**src/rtl/rom_dump_uart_tx.sv**
```systemverilog
// Buffers ROM-reader bytes in a FIFO and streams them out as 8N1 UART frames.
// Optional: define ROM_DUMP_CHECKSUM_EN to append a two's-complement checksum frame after each block.
`timescale 1ns/1ps
module rom_dump_uart_tx #(
  parameter int CLKS_PER_BIT = 87,
  parameter int FIFO_DEPTH   = 16
) (
  input  logic                        clk,
  input  logic                        reset,
  input  logic [7:0]                  in_data,
  input  logic                        in_valid,
  input  logic                        in_last,
  output logic                        in_ready,
  output logic                        tx,
  output logic                        busy,
  output logic                        overflow,
  output logic [$clog2(FIFO_DEPTH):0] fifo_level
);
  localparam int AW = $clog2(FIFO_DEPTH);
  localparam int LW = AW + 1;
`ifdef ROM_DUMP_CHECKSUM_EN
  localparam int EW = 9;
  typedef enum logic [2:0] {IDLE, START, DATA, STOP, CHK} state_t;
`else
  localparam int EW = 8;
  typedef enum logic [1:0] {IDLE, START, DATA, STOP} state_t;
`endif

  state_t          state, state_n;
  logic [EW-1:0]   mem [FIFO_DEPTH];
  logic [EW-1:0]   wr_entry, head;
  logic [AW-1:0]   wr_ptr, rd_ptr;
  logic [LW-1:0]   count, count_n;
  logic            full_r, push, pop, empty;
  logic [15:0]     baud_cnt;
  logic            baud_done;
  logic [2:0]      bit_cnt;
  logic [7:0]      shreg;
  logic            tx_n;

`ifdef ROM_DUMP_CHECKSUM_EN
  logic [7:0]      sum;
  logic            last_r, is_chk;
  assign wr_entry = {in_last, in_data};
`else
  logic            unused_last;
  assign unused_last = in_last;
  assign wr_entry    = in_data;
`endif

  assign empty      = (count == '0);
  assign in_ready   = ~full_r;
  assign push       = in_valid & ~full_r;
  assign pop        = (state == IDLE) & ~empty;
  assign head       = mem[rd_ptr];
  assign fifo_level = count;
  assign baud_done  = (baud_cnt == 16'(CLKS_PER_BIT - 1));

  always_comb begin
    count_n = count;
    if (push && !pop)      count_n = count + 1'b1;
    else if (!push && pop) count_n = count - 1'b1;
  end

  // tx is registered from the state, so the line lags the FSM by one cycle
  always_comb begin
    state_n = state;
    tx_n    = 1'b1;
    case (state)
      IDLE:  if (!empty) state_n = START;
      START: begin
        tx_n = 1'b0;
        if (baud_done) state_n = DATA;
      end
      DATA: begin
        tx_n = shreg[0];
        if (baud_done && bit_cnt == 3'd7) state_n = STOP;
      end
      STOP: if (baud_done) begin
`ifdef ROM_DUMP_CHECKSUM_EN
        state_n = (last_r && !is_chk) ? CHK : IDLE;
`else
        state_n = IDLE;
`endif
      end
`ifdef ROM_DUMP_CHECKSUM_EN
      CHK:   state_n = START;
`endif
      default: state_n = IDLE;
    endcase
  end

  always_ff @(posedge clk or negedge reset) begin
    if (!reset) begin
      state    <= IDLE;
      count    <= '0;
      full_r   <= 1'b0;
      wr_ptr   <= '0;
      rd_ptr   <= '0;
      tx       <= 1'b1;
      busy     <= 1'b0;
      overflow <= 1'b0;
      baud_cnt <= '0;
      bit_cnt  <= '0;
`ifdef ROM_DUMP_CHECKSUM_EN
      sum      <= '0;
      last_r   <= 1'b0;
      is_chk   <= 1'b0;
`endif
    end else begin
      state  <= state_n;
      count  <= count_n;
      full_r <= (count_n == LW'(FIFO_DEPTH));
      tx     <= tx_n;
      busy   <= (state != IDLE) || !empty;
      if (push) wr_ptr <= wr_ptr + 1'b1;
      if (pop)  rd_ptr <= rd_ptr + 1'b1;
      if (in_valid && full_r) overflow <= 1'b1;
      if (state == START || state == DATA || state == STOP)
        baud_cnt <= baud_done ? '0 : baud_cnt + 16'd1;
      else
        baud_cnt <= '0;
      if (pop)                            bit_cnt <= '0;
      else if (state == DATA && baud_done) bit_cnt <= bit_cnt + 3'd1;
`ifdef ROM_DUMP_CHECKSUM_EN
      if (pop) begin
        sum    <= sum + head[7:0];
        last_r <= head[8];
        is_chk <= 1'b0;
      end else if (state == CHK) begin
        sum    <= '0;
        is_chk <= 1'b1;
      end
`endif
    end
  end

  // FIFO storage and shifter carry data only and need no reset
  always_ff @(posedge clk) begin
    if (push) mem[wr_ptr] <= wr_entry;
    if (pop)
      shreg <= head[7:0];
`ifdef ROM_DUMP_CHECKSUM_EN
    else if (state == CHK)
      shreg <= ~sum + 8'd1;
`endif
    else if (state == DATA && baud_done)
      shreg <= shreg >> 1;
  end
endmodule

```
**config.mk**
```make
export PLATFORM = sky130hd
export DESIGN_NAME = rom_dump_uart_tx
export DESIGN_NICKNAME = d
export VERILOG_FILES = /design/src/rtl/rom_dump_uart_tx.sv
export SDC_FILE = /design/constraint.sdc
export NUM_CORES = 1
export LEC_CHECK = 0
export BUFFER_PORTS_ARGS = -buffer_cell sky130_fd_sc_hd__buf_2
export CORE_MARGIN = 2
export CORE_UTILIZATION = 62
export CTS_CLUSTER_SIZE = 16
export DETAILED_ROUTE_END_ITERATION = 6
export PLACE_DENSITY = 0.76
export SLEW_MARGIN = 10
export SYNTH_ARGS = -nofsm -noshare
export SYNTH_HDL_FRONTEND = slang
export SYNTH_SLANG_ARGS = --single-unit
```
**constraint.sdc**
```tcl
create_clock -name clk -period 3 [get_ports clk]
set_input_delay 0.3 -clock clk [delete_from_list [all_inputs] [get_ports clk]]
set_output_delay 0.3 -clock clk [all_outputs]
set_load 0.01 [all_outputs]
```
; ---- After elaboration in Yosys (flattened, before gate mapping)
; Memories as Yosys holds them, arrays and structs flattened.
; Index checks and enable logic that the tools add are counted.
[classes]
n_reduce_logical = 16
muxes = 16
bitwise = 4
addsub = 6
n_eq_ne = 10
[op_table]
columns = op, n
row1 = 2-to-1 mux 16 bit, 2
row2 = "adder 16 x 1 -> 16 bit, second input constant", 1
row3 = "equality test 16 x 7 -> 1 bit, second input constant", 1
row4 = 2-to-1 mux 8 bit, 2
row5 = 2-to-1 mux 5 bit, 2
row6 = "adder 4 x 1 -> 4 bit, second input constant", 2
row7 = 2-to-1 mux 2 bit, 4
row8 = "inequality test 2 bit, second input constant", 4
row9 = case mux 2 bit (4 select lines), 1
row10 = 2-to-1 mux 3 bit, 2
row11 = "adder 5 x 1 -> 5 bit, second input constant", 1
row12 = "equality test 5 bit, second input constant", 1
row13 = logical AND 1 bit, 5
row14 = logical NOT 5 bit, 1
row15 = "subtractor 5 x 1 -> 5 bit, second input constant", 1
row16 = "equality test 2 bit, second input constant", 2
row17 = AND reduction 4 bit, 1
row18 = nonzero test 2 bit, 2
row19 = "adder 3 x 1 -> 3 bit, second input constant", 1
row20 = "equality test 3 bit, second input constant", 1
row21 = logical NOT 1 bit, 3
row22 = logical OR 1 bit, 3
row23 = AND 1 bit, 2
row24 = "equality test 2 x 1 -> 1 bit, second input constant", 1
row25 = 4 further kinds, 6
[word_totals]
word_cells = 64
ramBits = 128
output_inout_bits = 9
register_bits = 46
memories = 1
[memory_table]
columns = memory, depth, word_bits, rd, rd_ports_with_merged_regs, wr, line_no
row1 = mem, 16, 8, 1, 0, 1, 30  ; logic [EW-1:0] mem [FIFO_DEPTH];

; ---- Depth between registers and ports, before layout
[logic_depth]
ltp_word = 7
ltp_mapped = 8
depth_no_buf = 7

; ---- Worst setup path after synthesis
; Ideal clock, no wire load.
[synth_path]
path_type = flip-flop to flip-flop
from = register count[0] (netlist: fifo_level[0])
to = register shreg[6], data pin
stages_incl_launch_ff = 9
period_less_slack_ns = 2.195
path_buffers = 2
setup_slack_ns = 0.805
required_ns = 2.730
arrival_ns = 1.924
cell_sequence = dfrtp_1 inv_1 ha_1 or4b_4 and2_4 buf_6 clkbuf_1 o22ai_1 a21oi_1
[synth_via]
elab_chain_len = 4
[synth_rtl]
columns = item, line_no
row1 = "start, declared", 33  ; logic [LW-1:0] count, count_n;
row2 = "start signal, assigned", 112  ; count <= count_n;
row3 = logical NOT 5 bit, 51  ; assign empty = (count == '0);
row4 = NOT 1 bit, 54  ; assign pop = (state == IDLE) & ~empty;
row5 = AND 1 bit, 54
row6 = 2-to-1 mux 8 bit, 141  ; if (pop)
row7 = "end signal, assigned", 142  ; shreg <= head[7:0];
row8 = "end signal, assigned", 148  ; shreg <= shreg >> 1;
row9 = "end, declared", 38  ; logic [7:0] shreg;
; Every way passes these cells.
; A chain may end at the register's enable or synchronous reset.

; ---- Worst setup path in the final report
[layout_path]
from = register count[0] (netlist: fifo_level[0])
to = register shreg[1], data pin
; The elaborated chain is that of the path after synthesis.

==> results.yml <==
setup_path:
  worstPathArrival_ns: 2.56
  reg2reg_depth: 7
  rrSetupSlack_ns: 0.71
  required_ns: 3.26
  path_class: "register to register"
  cp-end-kind: "register"
  critPathMaxFanout: 24
  r2r-end: "shreg[1]"
  start_kind: "register"
  timing.rr.start: "fifo_level[0]"
outcome:
  violations: "hold timing"
  status: "finished, violations left"
detailed_routing:
  dr.pass1.iters: 4
  wirelength_microns: 13200
  top_layer: "met4"
  drt-wirelength-per-cell_microns: 21.3
  met3_length_microns: 621
  wl_met1_microns: 5850
  routed-via-count: 3764
  via_per_inst: 6.09
  drt_iter0_markers: 296
  detail-route-antenna-nets: 0
  dr_wl_met2_microns: 6450
  drc_errors: 0
yosys:
  synth_seq_cells: 174
  synth-edff-count: 136
  synth_top_family_by_area: "multiplexers"
  synth_fa_ha_area_frac: 0.0273
  yosys.area.top_type: "edfxtp_1"
  synth_cell_types: 48
  synthSimpleGateAreaFrac: 0.0858
  avgSynthCellArea_sq_um: 16.6
  synthXorXnorAreaFrac: 0.0275
  synthCells: 440
  syn_nets: 468
  synth_most_common_cell: "edfxtp_1"
  seq_area_frac_synth: 0.688
  syn_area_sq_um: 7320
  synth_compound_area_frac: 0.0362
  synth-warning-count: 0
  synthFlopType: "edfxtp_1"
  synth.area.mux_share: 0.118
  yosysTopAreaCellShare: 0.558
  synth_area_leaders: "edfxtp_1 (56%), dfrtp_1 (13%), mux4_2 (10%), ha_1 (2.7%), xor2_1 (1.6%)"
  ys_async_sr_fraction: 0.218
  synth_common_cells: "edfxtp_1 (136), dfrtp_1 (37), mux4_2 (33)"
sta:
  post-route-period-util: 0.764
  fin_skew_ns: 0.00889
  fmax_mhz: 436
  setup_viol: 0
  worst_slew_pin_slew_ns: 0.896
  timing.slew.headroom: 0.403
  period_needed_ns: 2.29
  drv_slew: 0
  hold_viol: 37
  hold_slack_ns: -0.0247
  rsz0062_at_grt: "no"
  fin_tns_setup_ns: 0
clocking:
  cts-buffers-inserted: 17
  hold_buffers: 0
  cts.path.max_buffers: 2
  htree_levels: 4
  clockRootBuffer: "clkbuf_16"
  clkTransAtPathRegs_ns: 0.06
  clock-sinks: 174
  cts_tree: "built"
  cts_setup_buffers: 0
  clock_latency_ns: 0.43
  cts-resized-gates: 0
global_route:
  antenna_found_initial: 0
  grt_pass1_vias: 3883
  grt_overflow_total: 0
  gr-usage-all-layers: 0.231
  grt_pass1_wl_microns: 21300
  grt_start_max_net_pins: 39
die:
  core_area_sq_um: 11500
  pin_count: 21
  start_util: 0.638
  die-width_microns: 113
  die_area_sq_um: 12700
  die_h_microns: 113
  rows: 39
final_layout:
  num_antenna_cells: 0
  fin_nets: 490
  final_util: 0.706
  drive_gt1_frac: 0.206
  area_growth_pct: 10.5
  fillers: 712
job:
  max_cap_violations: 0
power:
  total_power_mw: 7.42
  leakage_nw: 2.89
  ir_worst_vdd_mv: 0.831
  power_density_nw_per_um2: 916
hold_path:
  min_path_type: "input pin to asynchronous set/reset pin"
placed_design:
  port_buffers: 19
  place_hpwl_microns: 8110
  gp_congestion: 0.810
==> power breakdown <==
| group | total, mW | internal [mW] | switching, mW |
|---|---|---|---|
| clock network | 1.99 | 1.12 | 0.866 |
| logic | 2.12 | 1.02 | 1.10 |
| registers | 3.31 | 3.03 | 0.280 |
==> flip-flops by register name (all words and copies together), names as in the netlist <==
name        count
mem           128
baud_cnt       16
shreg           8
fifo_level      5
rd_ptr          4
wr_ptr          4
bit_cnt         3
state           2
busy            1
full_r          1
overflow        1
tx              1
==> worst max-delay path by stage <==
stage          slack, ns  cells after the start        to     startpoint
6_report            0.71                      7  shreg[1]  fifo_level[0]
3_3_place_gp        0.75                      7  shreg[1]  fifo_level[0]
2_1_floorplan       0.81                      8  shreg[6]  fifo_level[0]
5_1_grt             0.52                      7    full_r       state[1]
4_1_cts             0.70                      7  shreg[1]  fifo_level[0]
3_5_place_dp        0.71                      7  shreg[1]  fifo_level[0]
==> layout make-up <==
class / instances / area (sq um) / share of cell area
clock buffer: 18 / 429 / 0.0530
clock inverter: 14 / 103 / 0.0127
inverter: 10 / 37.5 / 0.00464
multi-input combinational: 236 / 2160 / 0.267
sequential: 174 / 5040 / 0.622
tap: 143 / 179 / 0.0221
timing repair buffer: 23 / 150 / 0.0186
==> layer usage <==
layer | up-vias | GRT usage
met2 | 94 | 0.360
met3 | 19 | 0.0545
met1 | 1913 | 0.326
met4 | 0 | 0.0813
li1 | 1738 | -
met5 | - | 0
==> kinds of logic after synthesis <==
family | Yosys count
flops | 174
mux | 44
buf+inv | 30
xor+xnor | 23
fa+ha+maj | 16
compound gates | 41
simple gates | 112
==> critical path, cell delays in order (launching register included) <==
cell     delay, ns
dfrtp_1       0.46
inv_1         0.13
ha_1          0.24
or4b_4        0.51
and2_4        0.26
nand2_1       0.22
o22ai_1       0.12
a21oi_1       0.17
==> cells in the final DEF, fill, tap and decap left out, drive strengths merged, types with 10 or more instances in the layout <==
master  Yosys  routed
xnor2      10      10
nor2       28      28
dfrtp      37      37
clkbuf     12      18
xor2       13      13
inv        10      10
nand2      17      17
mux4       33      33
ha         16      16
edfxtp    136     136
and2       18      18
buf         8      23
==> stage by stage <==
stage / cell area, sq um / hold slack [ns] / worst slack [ns] / std cells
after floorplan: 7320 / 0.00441 / 0.805 / 440
after detailed placement: 7560 / 0.463 / 0.708 / 586
after global placement: 7560 / 0.438 / 0.751 / 586
after CTS: 8090 / 0.00209 / 0.703 / 618
final: 8090 / -0.0247 / 0.709 / 618
after global routing: 8090 / 0.0539 / 0.520 / 618
No activity file was read; power rests on OpenSTA's default activity.
